[config.mk]
export PLATFORM = sky130hd
export DESIGN_NAME = adder_scan_display
export DESIGN_NICKNAME = d
export VERILOG_FILES = /design/src/rtl/adder_scan_pkg.sv /design/src/rtl/adder_scan_display_btn_debounce.sv /design/src/rtl/adder_scan_display.sv
export SDC_FILE = /design/constraint.sdc
export NUM_CORES = 1
export LEC_CHECK = 0
export CORE_ASPECT_RATIO = 0.6
export CORE_MARGIN = 2
export CORE_UTILIZATION = 50
export CTS_CLUSTER_SIZE = 14
export DETAILED_ROUTE_END_ITERATION = 12
export PLACE_DENSITY_LB_ADDON = 0.05
export SYNTH_ARGS = -nofsm -noshare
export SYNTH_HDL_FRONTEND = slang
export SYNTH_SLANG_ARGS = --single-unit
[constraint.sdc]
create_clock -name clk -period 2.55 [get_ports clk]
set_clock_uncertainty 0.1 [all_clocks]
set_input_delay 0.3825 -clock clk [delete_from_list [all_inputs] [get_ports clk]]
set_output_delay 0.3825 -clock clk [all_outputs]
set_load 0.02 [all_outputs]
[src/rtl/adder_scan_pkg.sv]
// ============================================================================
//  Module   : adder_scan_pkg
//  Purpose  : Shared types, constants and 7-segment decode for adder_scan_display.
//  Revision : 1.0 - initial release
// ============================================================================
`default_nettype none

package adder_scan_pkg;

    typedef enum logic [1:0] {
        OP_NONE,
        OP_ADD,
        OP_SUB,
        OP_CLR
    } op_e;

    localparam logic [6:0] SEG_BLANK  = 7'h7F;
    localparam int         NUM_DIGITS = 4;

    // Segment order {a,b,c,d,e,f,g}, active-low.
    function automatic logic [6:0] hex_to_seg(input logic [3:0] nib);
        logic [6:0] s;
        case (nib)
            4'h0:    s = 7'h01;
            4'h1:    s = 7'h4F;
            4'h2:    s = 7'h12;
            4'h3:    s = 7'h06;
            4'h4:    s = 7'h4C;
            4'h5:    s = 7'h24;
            4'h6:    s = 7'h20;
            4'h7:    s = 7'h0F;
            4'h8:    s = 7'h00;
            4'h9:    s = 7'h04;
            4'hA:    s = 7'h08;
            4'hB:    s = 7'h60;
            4'hC:    s = 7'h31;
            4'hD:    s = 7'h42;
            4'hE:    s = 7'h30;
            default: s = 7'h38;
        endcase
        return s;
    endfunction

endpackage

`default_nettype wire

[src/rtl/adder_scan_display_btn_debounce.sv]
// ============================================================================
//  Module   : btn_debounce
//  Purpose  : Two-flop synchroniser plus stable-interval debouncer; emits a
//             one-cycle pulse on each debounced press.
//  Revision : 1.0 - initial release
// ============================================================================
`default_nettype none

module btn_debounce #(
    parameter int DEBOUNCE_CYCLES = 500000
) (
    input  logic clk,
    input  logic reset,
    input  logic raw,
    output logic pulse
);

    localparam int                c_cnt_w    = (DEBOUNCE_CYCLES > 1) ? $clog2(DEBOUNCE_CYCLES) : 1;
    localparam logic [c_cnt_w-1:0] c_cnt_last = c_cnt_w'(DEBOUNCE_CYCLES - 1);

    logic               r_sync1;
    logic               r_sync2;
    logic               r_state;
    logic               r_state_d;
    logic               r_pulse;
    logic [c_cnt_w-1:0] r_cnt;

    always_ff @(posedge clk) begin
        if (reset) begin
            r_sync1   <= 1'b0;
            r_sync2   <= 1'b0;
            r_state   <= 1'b0;
            r_state_d <= 1'b0;
            r_pulse   <= 1'b0;
            r_cnt     <= '0;
        end else begin
            r_sync1   <= raw;
            r_sync2   <= r_sync1;
            r_state_d <= r_state;
            r_pulse   <= r_state & ~r_state_d;
            // Any return to agreement restarts the stability interval.
            if (r_sync2 != r_state) begin
                if (r_cnt == c_cnt_last) begin
                    r_state <= r_sync2;
                    r_cnt   <= '0;
                end else begin
                    r_cnt <= r_cnt + 1'b1;
                end
            end else begin
                r_cnt <= '0;
            end
        end
    end

    assign pulse = r_pulse;

endmodule

`default_nettype wire

[src/rtl/adder_scan_display.sv]
// ============================================================================
//  Module   : adder_scan_display
//  Purpose  : Button-driven adder/subtractor shown in hex on a 4-digit
//             multiplexed 7-segment display. Macro ADDER_SCAN_BLANK_EN enables
//             leading-zero blanking.
//  Revision : 1.0 - initial release
// ============================================================================
`default_nettype none

module adder_scan_display
    import adder_scan_pkg::*;
#(
    parameter int WIDTH           = 8,
    parameter int SCAN_DIV        = 100000,
    parameter int DEBOUNCE_CYCLES = 500000
) (
    input  logic             clk,
    input  logic             reset,
    input  logic [WIDTH-1:0] a_in,
    input  logic [WIDTH-1:0] b_in,
    input  logic             btn_add,
    input  logic             btn_sub,
    input  logic             btn_clr,
    output logic [6:0]       seg,
    output logic             dp,
    output logic [3:0]       an
);

    localparam int                c_div_w    = $clog2(SCAN_DIV);
    localparam logic [c_div_w-1:0] c_div_last = c_div_w'(SCAN_DIV - 1);

    logic w_add_p;
    logic w_sub_p;
    logic w_clr_p;

    btn_debounce #(.DEBOUNCE_CYCLES(DEBOUNCE_CYCLES)) u_deb_add (
        .clk(clk), .reset(reset), .raw(btn_add), .pulse(w_add_p)
    );
    btn_debounce #(.DEBOUNCE_CYCLES(DEBOUNCE_CYCLES)) u_deb_sub (
        .clk(clk), .reset(reset), .raw(btn_sub), .pulse(w_sub_p)
    );
    btn_debounce #(.DEBOUNCE_CYCLES(DEBOUNCE_CYCLES)) u_deb_clr (
        .clk(clk), .reset(reset), .raw(btn_clr), .pulse(w_clr_p)
    );

    logic [WIDTH:0] w_sum;
    logic [WIDTH:0] w_diff;
    op_e            w_op;

    assign w_sum  = {1'b0, a_in} + {1'b0, b_in};
    assign w_diff = {1'b0, a_in} - {1'b0, b_in};

    always_comb begin
        w_op = OP_NONE;
        if (w_clr_p)      w_op = OP_CLR;
        else if (w_sub_p) w_op = OP_SUB;
        else if (w_add_p) w_op = OP_ADD;
    end

    logic [WIDTH:0] r_result;
    logic           r_flag;

    // The top bit of the extended difference is the borrow (a_in < b_in).
    always_ff @(posedge clk) begin
        if (reset) begin
            r_result <= '0;
            r_flag   <= 1'b0;
        end else begin
            case (w_op)
                OP_CLR: begin
                    r_result <= '0;
                    r_flag   <= 1'b0;
                end
                OP_SUB: begin
                    r_result <= w_diff;
                    r_flag   <= w_diff[WIDTH];
                end
                OP_ADD: begin
                    r_result <= w_sum;
                    r_flag   <= w_sum[WIDTH];
                end
                default: ;
            endcase
        end
    end

    logic [c_div_w-1:0] r_div;
    logic [1:0]         r_idx;

    always_ff @(posedge clk) begin
        if (reset) begin
            r_div <= '0;
            r_idx <= 2'd0;
        end else if (r_div == c_div_last) begin
            r_div <= '0;
            r_idx <= r_idx + 2'd1;
        end else begin
            r_div <= r_div + 1'b1;
        end
    end

    logic [15:0] w_disp;
    logic [3:0]  w_nib;
    logic        w_blank;

    assign w_disp = 16'(r_result);

    always_comb begin
        w_nib   = w_disp[3:0];
        w_blank = 1'b0;
        case (r_idx)
            2'd1:    w_nib = w_disp[7:4];
            2'd2:    w_nib = w_disp[11:8];
            2'd3:    w_nib = w_disp[15:12];
            default: w_nib = w_disp[3:0];
        endcase
`ifdef ADDER_SCAN_BLANK_EN
        case (r_idx)
            2'd1:    w_blank = (w_disp[15:4] == 12'd0);
            2'd2:    w_blank = (w_disp[15:8] == 8'd0);
            2'd3:    w_blank = (w_disp[15:12] == 4'd0);
            default: w_blank = 1'b0;
        endcase
`endif
    end

    logic [NUM_DIGITS-1:0] r_an;
    logic [6:0]            r_seg;
    logic                  r_dp;

    // All three outputs register together from the same index so digits never ghost.
    always_ff @(posedge clk) begin
        if (reset) begin
            r_an  <= '1;
            r_seg <= SEG_BLANK;
            r_dp  <= 1'b1;
        end else begin
            r_an  <= ~(4'b0001 << r_idx);
            r_seg <= w_blank ? SEG_BLANK : hex_to_seg(w_nib);
            r_dp  <= ~(r_flag && (r_idx == 2'd0));
        end
    end

    assign an  = r_an;
    assign seg = r_seg;
    assign dp  = r_dp;

endmodule

`default_nettype wire

## Yosys cells after proc, flatten, opt, wreduce, memory -nomap -nowiden

Memory sizes are Yosys's and may differ from the RTL's. A register that Yosys moved wholly into a read port is not among the register bits.
Index checks and enable logic that the tools add are counted.

| storage, ports and cells | value |
|---|---|
| output and inout bits | 12 |
| memory bits (read-only) | 112 |
| bits of input ports | 21 |
| logic and storage cells | 73 |
| memories kept | 1 |
| register bits | 106 |

Memories:

| memory | words | bits a word | rd ports | clocked after Yosys merged registers in | wr ports | line | text |
|---|---|---|---|---|---|---|---|
| (name not given) | 16 | 7 | 1 | 1 | 0 | adder_scan_pkg.sv:23 | `case (nib)` |

| cells by class | value |
|---|---|
| reductions and logical operators | 10 |
| muxes and demuxes | 6 |
| add/sub/neg operators | 7 |
| equality and inequality tests | 13 |
| shifts and indexed selects | 1 |
| bitwise gates (word level) | 11 |

Operator list:

| operator | number |
|---|---|
| adder 19 x 1 -> 19 bit, second input constant | 3 |
| equality test 19 bit, second input constant | 3 |
| one-hot mux 9 bit (3 select lines) | 1 |
| adder 17 x 1 -> 17 bit, second input constant | 1 |
| equality test 17 bit, second input constant | 1 |
| one-hot mux 4 bit (3 select lines) | 1 |
| adder 8 x 8 -> 9 bit | 1 |
| OR reduction 3 bit | 3 |
| subtractor 8 x 8 -> 9 bit | 1 |
| equality test 2 bit, second input constant | 4 |
| NOT 1 bit | 7 |
| AND reduction 2 bit | 3 |
| equality test 2 x 1 -> 1 bit, second input constant | 2 |
| two-way mux 2 bit | 2 |
| NOT 4 bit | 1 |
| << shifter 1 x 2 -> 4 bit, first input constant | 1 |
| bitwise AND 1 bit | 3 |
| != test 1 bit | 3 |
| one-hot mux 1 bit (3 select lines) | 1 |
| nonzero test 3 bit | 1 |
| adder 2 x 1 -> 2 bit, second input constant | 1 |
| logical NOT 2 bit | 1 |
| OR reduction 2 bit | 1 |
| logical AND 1 bit | 1 |
| two-way mux 1 bit | 1 |

## Longest topological paths before layout

Gate-level depths: netlist (run 1).

| logic depth | value |
|---|---|
| depth in word-level cells | 5 |
| mapped depth | 10 |
| depth with buffers taken out | 10 |

## Hierarchy

Synthesis (run 1) repeated with hierarchy kept, for this count alone.

| second synthesis, totals | value |
|---|---|
| cell total of the unflattened synthesis | 656 |
| area, all modules | 5753.0 um^2 |

Modules (own cells, without submodules):

| module | cells each | area each (um^2) | seq. area each (um^2) | times used |
|---|---|---|---|---|
| btn_debounce | 111 | 1019.7 | 480.5 | 3 |
| adder_scan_display | 323 | 2693.8 | 800.8 | 1 |

## Worst setup path after synthesis (run 1)

OpenSTA, ideal clock, no wires.

| timing | value |
|---|---|
| kind | reg-to-reg |
| start | reg r_idx[0] |
| end | reg r_seg[1], in the netlist seg[1] |
| cell stages (with the launch flop) | 10 |
| data required time | 2.323 ns |
| setup slack | 0.286 ns |
| data arrival time | 2.038 ns |
| path buffers | 1 |
| clock period less this slack | 2.264 ns |
| setup time | 0.127 ns |
| cell sequence | dfxtp_1 > inv_1 > ha_1 > clkbuf_1 > o21ai_0 > inv_1 > ha_1 > nand2_1 > a21oi_1 > or3_1 |

| between the ends | value |
|---|---|
| word-level cells in the longest chain between the ends | 2 |
| elaborated cells between the ends (all ways) | 4 |
| classes of those cells | eq/ne (3); mux (1) |

Ends and longest elaborated chain:

| what | line | text |
|---|---|---|
| from (decl) | adder_scan_display.sv:88 | `logic [1:0] r_idx;` |
| from (signal assigned) | adder_scan_display.sv:96 | `r_idx <= r_idx + 2'd1;` |
| equality test 2 bit / equality test 2 x 1 -> 1 bit (equally long branches) | adder_scan_display.sv:111 | `case (r_idx)` |
| one-hot mux 4 bit (3 select lines) * | adder_scan_display.sv:111 |  |
| to (decl) | adder_scan_display.sv:128 | `logic [6:0] r_seg;` |

Mark *: on every way between the ends. The rest lies on a longest branch, timed or not.
A chain may end at the register's enable or synchronous reset.

## Worst setup path after layout (run 1)

| timing | value |
|---|---|
| start | in b_in[2] |
| end | reg r_result[8] |

| between the ends | value |
|---|---|
| word-level cells in the longest chain between the ends | 2 |
| elaborated cells between the ends (all ways) | 3 |
| classes of those cells | add/sub (2); mux (1) |

Ends and longest elaborated chain:

| what | line | text |
|---|---|---|
| from (decl) | adder_scan_display.sv:20 | `input logic [WIDTH-1:0] b_in,` |
| adder 8 x 8 -> 9 bit / subtractor 8 x 8 -> 9 bit (equally long branches) | adder_scan_display.sv:50, adder_scan_display.sv:51 |  |
| one-hot mux 9 bit (3 select lines) * | adder_scan_display.sv:69 | `case (w_op)` |
| to (signal assigned) | adder_scan_display.sv:75 | `r_result <= w_diff;` |
| to (signal assigned) | adder_scan_display.sv:79 | `r_result <= w_sum;` |
| to (decl) | adder_scan_display.sv:60 | `logic [WIDTH:0] r_result;` |

Marked as above.

==> run summary, run 1 <==
result of the run = finished clean
sequential element share of the synthesized area = 40.6%
first-pass GRT wire length = 18300 microns
Hold Buf Count CTS = 0
Synthesis Warnings = 0
final setup margin = 264 ps
number of distinct library cells after synthesis = 57
clock buffers created by TritonCTS = 9
fraction of power spent switching nets = 22.4%
dominant cells by area after synthesis = sky130_fd_sc_hd__dfxtp_1 (41%), sky130_fd_sc_hd__ha_1 (7.9%), sky130_fd_sc_hd__nor2_1 (7.6%)
largest voltage drop on the vdd net = 0.380 mV
Buf+Inv Stages, Crit Path = 3
Max Cap Viol = 0
IO Port Bufs = 32
power spent charging and discharging nets = 0.000771 W
final period utilization = 89.6%
most common flop cell mapped by yosys = sky130_fd_sc_hd__dfxtp_1
final hold viol count = 0
fraction of layout cells with a size suffix above 1 = 6.11%
Internal Pwr Total = 0.00268 W
Post-synth EDFFs = 0
CP startpoint kind = input pin
final worst path period need = 2290 ps
Async SR Flop Fraction = 0%
critical path capture point type = register
Setup CP Type = input pin to register
Overall Global Routing Usage = 18.7%
Sequential Power Share = 51.4%
number of top-level pins = 33
maximum achievable frequency = 437 MHz
cell type of the slowest stage on the worst timing path = sky130_fd_sc_hd__clkdlybuf4s50_1
clock network latency to the later pin of the worst-skew pair = 340 ps
net count of the mapped netlist = 695
count of endpoints failing setup in the final report = 0
Pins Over Slew Limit = 0
fraction of post-synthesis cell area in the top cell type by area = 40.6%
wire length per cell after detailed routing = 13.1 microns
buffer levels on the longest clock path = 2
area grow syn2layout = 15.2%
global placer's final weighted congestion = 0.827
PostCTS Resize Cnt = 0
clock tree from TritonCTS = done
critical path required time = 2720 ps
Final Core Density = 59.7%
final global-route overflow total = 0
buffer count from post-CTS setup fixing = 0
overall die width = 140 microns
drt initial violations = 245
detailed-route via count = 4313
total power = 0.00345 W
Crit path max-delay family = compound AO/OA/AOI/OAI gates
remaining antenna violation count after routing = 0
synthesized area = 5530 sq um
setup repair after global routing missed its margin = false
TritonCTS Sinks = 112
leakage dissipation = 2.36 nW
ANT cells = 0
startpoint of the lowest-slack hold path = u_deb_clr.r_state_d
total of flip-flops plus latches after synthesis = 112
HPWL reported at the end of detailed placement = 8030 microns
standard-cell rows = 29
DRT Pass-1 Iters = 5
fillers = 963
worst slack at placement = -45.2 ps
syn_area_per_cell = 8.68 sq um
worst slew pin tran = 773 ps
maximum fanout along the worst path = 5
per-cell via count in the routed design = 5.22
area of the multi-input gates = 3060 sq um
Post-Synthesis Cells = 637
sum of negative setup slack = 0 ps
Die ar. = 11900 sq um
path category of the worst min-delay check = register to register
core outline area = 10700 sq um
source of the worst register-to-register timing path = r_idx[0]
delay of the slowest cell on the worst path = 490 ps
height of the die = 85.4 microns
number of antenna violations at the first check in global routing = 0
clock-pin slew reported for the worst setup and hold paths after clock tree synthesis = 70 ps
H-Tree Level Count = 3
sequential cell area = 2240 sq um
Net count, final = 740
headroom to the max-slew limit = 48.0%
initial core utilization = 51.8%
Worst EP arrival = 2460 ps
hold_ws = 287 ps
cells along the critical path = clkdlybuf4s50_1 > inv_1 > ha_1 > buf_4 > a21oi_1 > o21ai_0 > a21o_1 > a211o_1 > o211ai_1
largest net degree at the start of global routing = 20
drc violations = 0
power density over the cells = 541 nW/um^2
cell type with the highest aggregate area in the netlist = sky130_fd_sc_hd__dfxtp_1
launching instance or port of the critical path = b_in[2]
power share of the combinational group = 6.7%
buffer cell driving the clock tree root = sky130_fd_sc_hd__clkbuf_16
power share of the clock group = 41.9%
post-detailed-routing wire length = 10800 microns
via count of the first global-routing pass = 3997
==> flip-flops by register name (all words and copies together) (netlist names), 2 cells and up <==
register         cells
r_result             9
r_div               17
seg                  7
r_idx                2
u_deb_sub.r_cnt     19
u_deb_add.r_cnt     19
u_deb_clr.r_cnt     19
an                   4
==> placed cells by master (no fill, tap or decap), types with 5 or more instances in the layout <==
cell                              count
sky130_fd_sc_hd__nor2_1             112
sky130_fd_sc_hd__dfxtp_1            112
sky130_fd_sc_hd__nand2_1             54
sky130_fd_sc_hd__nand3_1             37
sky130_fd_sc_hd__xor2_1              37
sky130_fd_sc_hd__xnor2_1             35
sky130_fd_sc_hd__ha_1                35
sky130_fd_sc_hd__clkdlybuf4s50_1     32
sky130_fd_sc_hd__inv_1               30
sky130_fd_sc_hd__buf_4               18
sky130_fd_sc_hd__and3_1              14
sky130_fd_sc_hd__nor2b_1             14
sky130_fd_sc_hd__nor3_1              13
sky130_fd_sc_hd__nand4_1             13
sky130_fd_sc_hd__o21ai_0             13
sky130_fd_sc_hd__nor4_1               9
sky130_fd_sc_hd__a21oi_1              9
sky130_fd_sc_hd__clkbuf_16            9
sky130_fd_sc_hd__nand2b_1             7
sky130_fd_sc_hd__mux2i_1              7
sky130_fd_sc_hd__nor4b_1              5
sky130_fd_sc_hd__a31oi_1              5
sky130_fd_sc_hd__a21o_1               5
==> cell type report <==
cell class,count,share of cell area [%]
clock inverter,6,1.16
clock buffer,10,3.75
inverter,32,1.89
sequential,112,35.2
timing repair buffer,50,7.15
multi-input combinational,477,48.1
tap,139,2.73
==> worst register-to-register path: stages, from the launching register on <==
cell	delay (ps)
sky130_fd_sc_hd__dfxtp_1	420
sky130_fd_sc_hd__inv_1	110
sky130_fd_sc_hd__ha_1	310
sky130_fd_sc_hd__o21ai_0	280
sky130_fd_sc_hd__inv_1	150
sky130_fd_sc_hd__ha_1	250
sky130_fd_sc_hd__nand2_1	90
sky130_fd_sc_hd__a21oi_1	80
sky130_fd_sc_hd__or3_1	370
==> stage by stage <==
step	instance area, sq um	cells
after floorplan	5530	637
after global placement	6060	810
after detailed placement	6060	810
after CTS	6370	826
after global routing	6370	826
final	6370	826
==> power groups by stage <==
stage	Clock (W)	Sequential, W	Combinational, W
after global routing	0.00156	0.00177	0.000257
after global placement	0	0.00181	0.000226
final	0.00144	0.00177	0.000232
after CTS	0.00148	0.00177	0.000231
after detailed placement	0	0.00181	0.000229
after floorplan	0	0.00182	0.000135
==> path summary, 6_finish.rpt <==
kind | end | slack [ps] | cells past startpoint
worst max-delay path | r_result[8] | 260 | 9
worst max register to register | seg[1] | 290 | 8
worst min-delay path | u_deb_clr.pulse | 290 | 1
worst min register to register | u_deb_clr.pulse | 290 | 1
==> logic make-up after synthesis <==
group | count (synthesis) | share of synthesized area (%)
xor+xnor | 72 | 11.4
mux | 7 | 1.27
buf+inv | 48 | 3.98
compound gates | 66 | 8.24
fa+ha+maj | 37 | 8.65
flops | 112 | 40.6
simple gates | 295 | 25.9
==> cell usage after synthesis, types with 3 or more instances <==
| cell type | n |
|---|---|
| sky130_fd_sc_hd__o22ai_1 | 3 |
| sky130_fd_sc_hd__nor4b_1 | 5 |
| sky130_fd_sc_hd__nor3_1 | 13 |
| sky130_fd_sc_hd__o31ai_1 | 4 |
| sky130_fd_sc_hd__a21oi_1 | 9 |
| sky130_fd_sc_hd__inv_1 | 30 |
| sky130_fd_sc_hd__xor2_1 | 37 |
| sky130_fd_sc_hd__or2_2 | 3 |
| sky130_fd_sc_hd__nor2b_1 | 14 |
| sky130_fd_sc_hd__nor2_1 | 112 |
| sky130_fd_sc_hd__o21ai_0 | 13 |
| sky130_fd_sc_hd__ha_1 | 35 |
| sky130_fd_sc_hd__a31oi_1 | 5 |
| sky130_fd_sc_hd__dfxtp_1 | 112 |
| sky130_fd_sc_hd__and3_1 | 14 |
| sky130_fd_sc_hd__mux2i_1 | 7 |
| sky130_fd_sc_hd__nand3b_1 | 4 |
| sky130_fd_sc_hd__nor4_1 | 9 |
| sky130_fd_sc_hd__nand2_1 | 54 |
| sky130_fd_sc_hd__a21o_1 | 5 |
| sky130_fd_sc_hd__clkbuf_1 | 10 |
| sky130_fd_sc_hd__nand3_1 | 37 |
| sky130_fd_sc_hd__a22oi_1 | 4 |
| sky130_fd_sc_hd__xnor2_1 | 35 |
| sky130_fd_sc_hd__nand4_1 | 13 |
| sky130_fd_sc_hd__nand2b_1 | 7 |
==> layer usage <==
layer	GRT usage [%]	part of all wire [%]
met2	26.5	40
met1	28.0	54
met5	0	0
met4	5.18	1.2
met3	4.85	5.1
Power figures use the tool's default switching activity.
==> run 2, diff against run 1 <==
--- a/config.mk
+++ b/config.mk
@@ -7,2 +7,3 @@
 export LEC_CHECK = 0
+export ABC_AREA = 1
 export CORE_ASPECT_RATIO = 0.6
@@ -13,2 +14,3 @@
 export PLACE_DENSITY_LB_ADDON = 0.05
+export RECOVER_POWER = 25
 export SYNTH_ARGS = -nofsm -noshare
--- a/constraint.sdc
+++ b/constraint.sdc
@@ -4,2 +4,2 @@
 set_output_delay 0.3825 -clock clk [all_outputs]
-set_load 0.02 [all_outputs]
+set_load 0.1 [all_outputs]
==> run summary, run 2 <==
Pins Over Slew Limit = 0 (unchanged)
sum of negative setup slack = 0 ps (unchanged)
Worst EP arrival = 2370 ps (was 2460 ps)
path category of the worst min-delay check = register to register (unchanged)
CP startpoint kind = register (was input pin)
initial core utilization = 50.8% (was 51.8%)
final hold viol count = 0 (unchanged)
buffer levels on the longest clock path = 2 (unchanged)
post-route non-filler standard cell count = 1031 (was 826)
critical path capture point type = register (unchanged)
Hold Buf Count CTS = 0 (unchanged)
post-detailed-routing wire length = 11700 microns (was 10800 microns)
wire length on met2 = 4560 microns (was 4290 microns)
total of flip-flops plus latches after synthesis = 112 (unchanged)
final period utilization = 88.4% (was 89.6%)
height of the die = 89.2 microns (was 85.4 microns)
Post-synth EDFFs = 0 (unchanged)
highest metal layer with signal wires = met4 (unchanged)
library cell with the highest instance count after synthesis = sky130_fd_sc_hd__nand2_1
most common flop cell mapped by yosys = sky130_fd_sc_hd__dfxtp_1 (unchanged)
fillers = 1135 (was 963)
clock network latency to the later pin of the worst-skew pair = 340 ps (about the same)
final worst path period need = 2250 ps (was 2290 ps)
buffer count from post-CTS setup fixing = 0 (unchanged)
worst slack at placement = 83.6 ps (was -45.2 ps)
critical path required time = 2670 ps (was 2720 ps)
standard-cell rows = 31 (was 29)
area grow syn2layout = 11.8% (was 15.2%)
fraction of layout cells with a size suffix above 1 = 7.74% (was 6.11%)
Overall Global Routing Usage = 18.8% (was 18.7%)
worst slew pin tran = 1190 ps (was 773 ps)
global placer's final weighted congestion = 0.869 (was 0.827)
synthesized area = 6040 sq um (was 5530 sq um)
drt initial violations = 303 (was 245)
first-pass GRT wire length = 20100 microns (was 18300 microns)
count of endpoints failing setup in the final report = 0 (unchanged)
number of antenna violations at the first check in global routing = 0 (unchanged)
power density over the cells = 529 nW/um^2 (was 541 nW/um^2)
clock-pin slew reported for the worst setup and hold paths after clock tree synthesis = 70 ps (about the same)
wire length per cell after detailed routing = 11.4 microns (was 13.1 microns)
hold path depth = 1 (unchanged)
maximum achievable frequency = 444 MHz (was 437 MHz)
number of distinct library cells after synthesis = 47 (was 57)
largest voltage drop on the vdd net = 0.329 mV (was 0.380 mV)
ANT cells = 0 (unchanged)
syn_area_per_cell = 7.28 sq um (was 8.68 sq um)
core outline area = 11900 sq um (was 10700 sq um)
Net count, final = 919 (was 740)
Async SR Flop Fraction = 0% (unchanged)
most frequent cells in the layout = sky130_fd_sc_hd__nand2_1 (172), sky130_fd_sc_hd__inv_1 (123), sky130_fd_sc_hd__dfxtp_1 (112) (was sky130_fd_sc_hd__nor2_1 (112), sky130_fd_sc_hd__dfxtp_1 (112), sky130_fd_sc_hd__nand2_1 (54))
hold_ws = 286 ps (was 287 ps)
PostCTS Resize Cnt = 0 (unchanged)
via count of the first global-routing pass = 4407 (was 3997)
drc violations = 0 (unchanged)
clock buffers created by TritonCTS = 9 (unchanged)
number of top-level pins = 33 (unchanged)
Post-Synthesis Cells = 830 (was 637)
net count of the mapped netlist = 888 (was 695)
HPWL reported at the end of detailed placement = 9030 microns (was 8030 microns)
Routed met1 length = 6500 microns (was 5820 microns)
leading registers by flop count = u_deb_add.r_cnt: 19 flops, u_deb_clr.r_cnt: 19 flops, u_deb_sub.r_cnt: 19 flops (unchanged)
buffer cell driving the clock tree root = sky130_fd_sc_hd__clkbuf_16 (unchanged)
maximum fanout along the worst path = 5 (unchanged)
IO Port Bufs = 32 (unchanged)
sequential element share of the synthesized area = 37.1% (was 40.6%)
Die ar. = 13000 sq um (was 11900 sq um)
headroom to the max-slew limit = 21.2% (was 48.0%)
clock tree from TritonCTS = done (unchanged)
cell type with the highest aggregate area in the netlist = sky130_fd_sc_hd__dfxtp_1 (unchanged)
detailed-route via count = 5085 (was 4313)
overall die width = 146 microns (was 140 microns)
Final Core Density = 56.7% (was 59.7%)
setup repair after global routing missed its margin = false (unchanged)
H-Tree Level Count = 3 (unchanged)
met3 layer wire length in the routed design = 577 microns (was 546 microns)
result of the run = finished clean (unchanged)
Max Cap Viol = 0 (unchanged)
final global-route overflow total = 0 (unchanged)
dominant cells by area after synthesis = sky130_fd_sc_hd__dfxtp_1 (37%), sky130_fd_sc_hd__nand2_1 (11%), sky130_fd_sc_hd__inv_1 (7.6%) (was sky130_fd_sc_hd__dfxtp_1 (41%), sky130_fd_sc_hd__ha_1 (7.9%), sky130_fd_sc_hd__nor2_1 (7.6%))
most frequent cells after synthesis = sky130_fd_sc_hd__nand2_1 (172), sky130_fd_sc_hd__inv_1 (122), sky130_fd_sc_hd__dfxtp_1 (112) (was sky130_fd_sc_hd__dfxtp_1 (112), sky130_fd_sc_hd__nor2_1 (112), sky130_fd_sc_hd__nand2_1 (54))
final setup margin = 297 ps (was 264 ps)
DRT Pass-1 Iters = 5 (unchanged)
depth of the most critical reg-to-reg path = 11 (was 8)
most common cell after layout, fill and taps aside = sky130_fd_sc_hd__nand2_1
leakage dissipation = 2.73 nW (was 2.36 nW)
Synthesis Warnings = 0 (unchanged)
number of cells after detailed placement = 1015 (was 810)
worst setup slack for register-to-register paths = 300 ps (was 290 ps)
Setup CP Type = register to register (was input pin to register)
fraction of post-synthesis cell area in the top cell type by area = 37.1% (was 40.6%)
largest net degree at the start of global routing = 26 (was 20)
TritonCTS Sinks = 112 (unchanged)
remaining antenna violation count after routing = 0 (unchanged)
per-cell via count in the routed design = 4.93 (was 5.22)
## run 2: cell types whose count changed in the layout (fill, tap and decap cells not counted), moves of 14 or more
cell and delta:
sky130_fd_sc_hd__a21oi_1 +32, sky130_fd_sc_hd__buf_4 -16, sky130_fd_sc_hd__inv_1 +93, sky130_fd_sc_hd__nand2_1 +118, sky130_fd_sc_hd__nand3_1 +27, sky130_fd_sc_hd__nor2b_1 -14
sky130_fd_sc_hd__xnor2_1 -29, sky130_fd_sc_hd__xor2_1 -14
## run 2: layer usage
layer	vias up	global-route usage, %
li1	2703	-
met1	2269	27.8
met2	103	27.4
met3	10	4.49
met4	0	4.72
met5	-	0
## run 2: cell families (layout without fill, tap and decap cells)
| family | Yosys count | after routing | share of synthesized area (%) |
|---|---|---|---|
| flops | 112 | 112 | 37.1 |
| xor+xnor | 29 | 29 | 4.20 |
| buf+inv | 140 | 176 | 9.19 |
| fa+ha+maj | 37 | 37 | 7.91 |
| compound gates | 83 | 83 | 7.66 |
| simple gates | 429 | 429 | 33.9 |
## run 2: stage by stage
step	area (sq um)	total power (W)
global placement	6480	0.00209
global route	6760	0.00373
CTS	6810	0.00363
detailed placement	6480	0.00210
finish	6760	0.00358
floorplan	6040	0.00201
## run 2: critical path: stages (launching register included)
cell                      delay, ps
sky130_fd_sc_hd__dfxtp_1        330
sky130_fd_sc_hd__inv_1          140
sky130_fd_sc_hd__ha_1           270
sky130_fd_sc_hd__inv_2           70
sky130_fd_sc_hd__or2_2          270
sky130_fd_sc_hd__o21ai_0        120
sky130_fd_sc_hd__inv_1          110
sky130_fd_sc_hd__ha_1           200
sky130_fd_sc_hd__inv_1          100
sky130_fd_sc_hd__nor2_1          90
sky130_fd_sc_hd__o31ai_1        260
sky130_fd_sc_hd__nand2_1         80
## run 2: layout make-up
| class | count | area [sq um] | area share (%) |
|---|---|---|---|
| clock buffer | 10 | 239 | 3.54 |
| sequential | 112 | 2240 | 33.2 |
| clock inverter | 6 | 90.1 | 1.33 |
| tap | 165 | 206 | 3.06 |
| multi-input combinational | 578 | 3250 | 48.0 |
| timing repair buffer | 35 | 264 | 3.91 |
| inverter | 125 | 469 | 6.94 |
## run 2: worst paths after layout
path | from | end
worst max-delay path | r_idx[0] | seg[3]
worst min-delay path | u_deb_sub.r_state_d | u_deb_sub.pulse
worst max register to register | r_idx[0] | seg[3]
worst min register to register | u_deb_sub.r_state_d | u_deb_sub.pulse
## run 2: power breakdown
group | internal, W | leakage, nW | switching (W) | total, W
Combinational | 0.0000930 | 1.66 | 0.000191 | 0.000284
Sequential | 0.00176 | 0.907 | 0.00000676 | 0.00177
Clock | 0.000891 | 0.159 | 0.000631 | 0.00152
Total | 0.00275 | 2.73 | 0.000829 | 0.00358
==> run 3, diff against run 2 <==
clock period = 2.2 ns   (was 2.55 ns; I/O delays follow)
==> run summary, run 3 (synthesized netlist as in run 2, its figures left out) <==
height of the die = 89.2 microns (unchanged)
TritonCTS Sinks = 112 (unchanged)
worst slew pin tran = 547 ps (was 1190 ps)
final global-route overflow total = 0 (unchanged)
cell area after layout = 6920 sq um (was 6760 sq um)
Setup CP Type = input pin to register (was register to register)
via count of the first global-routing pass = 4558 (was 4407)
maximum achievable frequency = 489 MHz
headroom to the max-slew limit = 63.7% (was 21.2%)
number of antenna violations at the first check in global routing = 0 (unchanged)
Crit path max-delay family = buffers and inverters (was adder cells)
clock tree from TritonCTS = done (unchanged)
launching instance or port of the critical path = b_in[1] (was r_idx[0])
initial core utilization = 50.8% (unchanged)
most frequent cells in the layout = sky130_fd_sc_hd__nand2_1 (172), sky130_fd_sc_hd__inv_1 (121), sky130_fd_sc_hd__dfxtp_1 (112) (was sky130_fd_sc_hd__nand2_1 (172), sky130_fd_sc_hd__inv_1 (123), sky130_fd_sc_hd__dfxtp_1 (112))
area grow syn2layout = 14.6% (was 11.8%)
Hold Buf Count CTS = 0 (unchanged)
core outline area = 11900 sq um (unchanged)
leading registers by flop count = u_deb_add.r_cnt: 19 flops, u_deb_clr.r_cnt: 19 flops, u_deb_sub.r_cnt: 19 flops (unchanged)
drt initial violations = 362 (was 303)
critical path required time = 2370 ps (was 2670 ps)
first-pass GRT wire length = 20600 microns (was 20100 microns)
final hold viol count = 0 (unchanged)
dpl cell area = 6660 sq um (was 6480 sq um)
number of cells after detailed placement = 1039 (was 1015)
busiest grt layer = met2 (was met1)
post-route non-filler standard cell count = 1055 (was 1031)
result of the run = finished clean (unchanged)
overall die width = 146 microns (unchanged)
GRT met1 Usage = 27.6% (was 27.8%)
worst setup slack for register-to-register paths = 160 ps (was 300 ps)
maximum fanout along the worst path = 3 (was 5)
CP startpoint kind = input pin (was register)
standard-cell rows = 31 (unchanged)
Net count, final = 943 (was 919)
ANT cells = 0 (unchanged)
HPWL reported at the end of detailed placement = 9370 microns (was 9030 microns)
leakage dissipation = 2.85 nW (was 2.73 nW)
startpoint of the lowest-slack hold path = u_deb_add.r_state_d (was u_deb_sub.r_state_d)
clock network latency to the later pin of the worst-skew pair = 350 ps (was 340 ps)
CP dominant cell by count = sky130_fd_sc_hd__nand2_1 (was sky130_fd_sc_hd__inv_1)
buffer count from post-CTS setup fixing = 0 (unchanged)
path category of the worst min-delay check = register to register (unchanged)
detailed-route via count = 5136 (was 5085)
GRT met2 Usage = 29.3% (was 27.4%)
Pins Over Slew Limit = 0 (unchanged)
met3 Track Usage GR = 4.85% (was 4.49%)
critical path capture point type = register (unchanged)
hold_ws = 285 ps (was 286 ps)
Final Core Density = 58.1% (was 56.7%)
power density over the cells = 574 nW/um^2 (was 529 nW/um^2)
number of top-level pins = 33 (unchanged)
largest net degree at the start of global routing = 26 (unchanged)
setup repair after global routing missed its margin = false (unchanged)
drc violations = 0 (unchanged)
most common cell after layout, fill and taps aside = sky130_fd_sc_hd__nand2_1 (unchanged)
clock buffers created by TritonCTS = 9 (unchanged)
wire length per cell after detailed routing = 11.3 microns (was 11.4 microns)
cells along the critical path = clkdlybuf4s50_1 > inv_1 > buf_4 > ha_1 > inv_1 > nand2_1 > nand2_1 > and2_1 > nand2_1 > nand2_1 > o21ai_0 > nand2_1 > a21oi_1 (was inv_1 > ha_1 > inv_2 > or2_2 > o21ai_0 > inv_1 > ha_1 > inv_1 > nor2_1 > o31ai_1 > nand2_1)
buffer cell driving the clock tree root = sky130_fd_sc_hd__clkbuf_16 (unchanged)
post-detailed-routing wire length = 12000 microns (was 11700 microns)
buffer levels on the longest clock path = 2 (unchanged)
count of endpoints failing setup in the final report = 0 (unchanged)
global placer's final weighted congestion = 0.852 (was 0.869)
Max Cap Viol = 0 (unchanged)
fraction of layout cells with a size suffix above 1 = 12.4% (was 7.74%)
delay of the slowest cell on the worst path = 480 ps (was 330 ps)
Die ar. = 13000 sq um (unchanged)
H-Tree Level Count = 3 (unchanged)
final period utilization = 92.9%
Overall Global Routing Usage = 19.2% (was 18.8%)
PostCTS Resize Cnt = 0 (unchanged)
Worst EP arrival = 2220 ps (was 2370 ps)
cell type of the slowest stage on the worst timing path = sky130_fd_sc_hd__clkdlybuf4s50_1 (was sky130_fd_sc_hd__dfxtp_1)
source of the worst register-to-register timing path = r_idx[1] (was r_idx[0])
Buf+Inv Stages, Crit Path = 4 (unchanged)
DRT Pass-1 Iters = 5 (unchanged)
largest voltage drop on the vdd net = 0.367 mV (was 0.329 mV)
final worst path period need = 2040 ps
IO Port Bufs = 32 (unchanged)
per-cell via count in the routed design = 4.87 (was 4.93)
remaining antenna violation count after routing = 0 (unchanged)
clock-pin slew reported for the worst setup and hold paths after clock tree synthesis = 70 ps (about the same)
-- run 3: cell count changes in the layout (fill, tap and decap cells not counted), sizes merged --
cell,delta
inv,+1
bufinv,-2
clkbuf,-1
clkinvlp,+1
buf,+25
-- run 3: layout make-up --
| type | instances | area, sq um |
|---|---|---|
| sequential | 112 | 2240 |
| tap | 165 | 206 |
| clock buffer | 10 | 229 |
| inverter | 125 | 469 |
| fill | 1107 | 4980 |
| timing repair buffer | 59 | 463 |
| clock inverter | 6 | 52.6 |
| multi-input combinational | 578 | 3260 |
-- run 3: power by group --
group / leakage (nW) / internal, W / switching [W]
clock: 0.131 / 0.000785 / 0.000758
sequential: 0.907 / 0.00204 / 0.00000811
combinational: 1.82 / 0.000148 / 0.000229
total: 2.85 / 0.00298 / 0.000995
-- run 3: worst paths after layout --
kind | end | cells after the start
max | r_result[3] | 13
min | u_deb_add.pulse | 1
max reg2reg | seg[3] | 11
min reg2reg | u_deb_add.pulse | 1
-- run 3: through the flow --
stage	setup TNS [ps]	power [W]	setup WS (ps)
after floorplan	0	0.00233	53.6
after global placement	-456	0.00247	-149
after detailed placement	-858	0.00248	-224
after CTS	0	0.00402	114
after global routing	0	0.00416	5.53
final	0	0.00397	157
-- run 3: worst register-to-register path, delay by kind of cell, from the launching register on --
family | cells | cell delay [ps]
simple gates | 4 | 380
compound gates | 1 | 190
flops | 1 | 370
buf+inv | 4 | 400
fa+ha+maj | 2 | 480
-- run 3: layer usage --
metal  vias to the layer above  part of all wire [%]
met2                       103                    40
met4                         0                  0.84
met1                      2276                    54
met5                         -                     0
li1                       2747                     -
met3                        10                   5.1
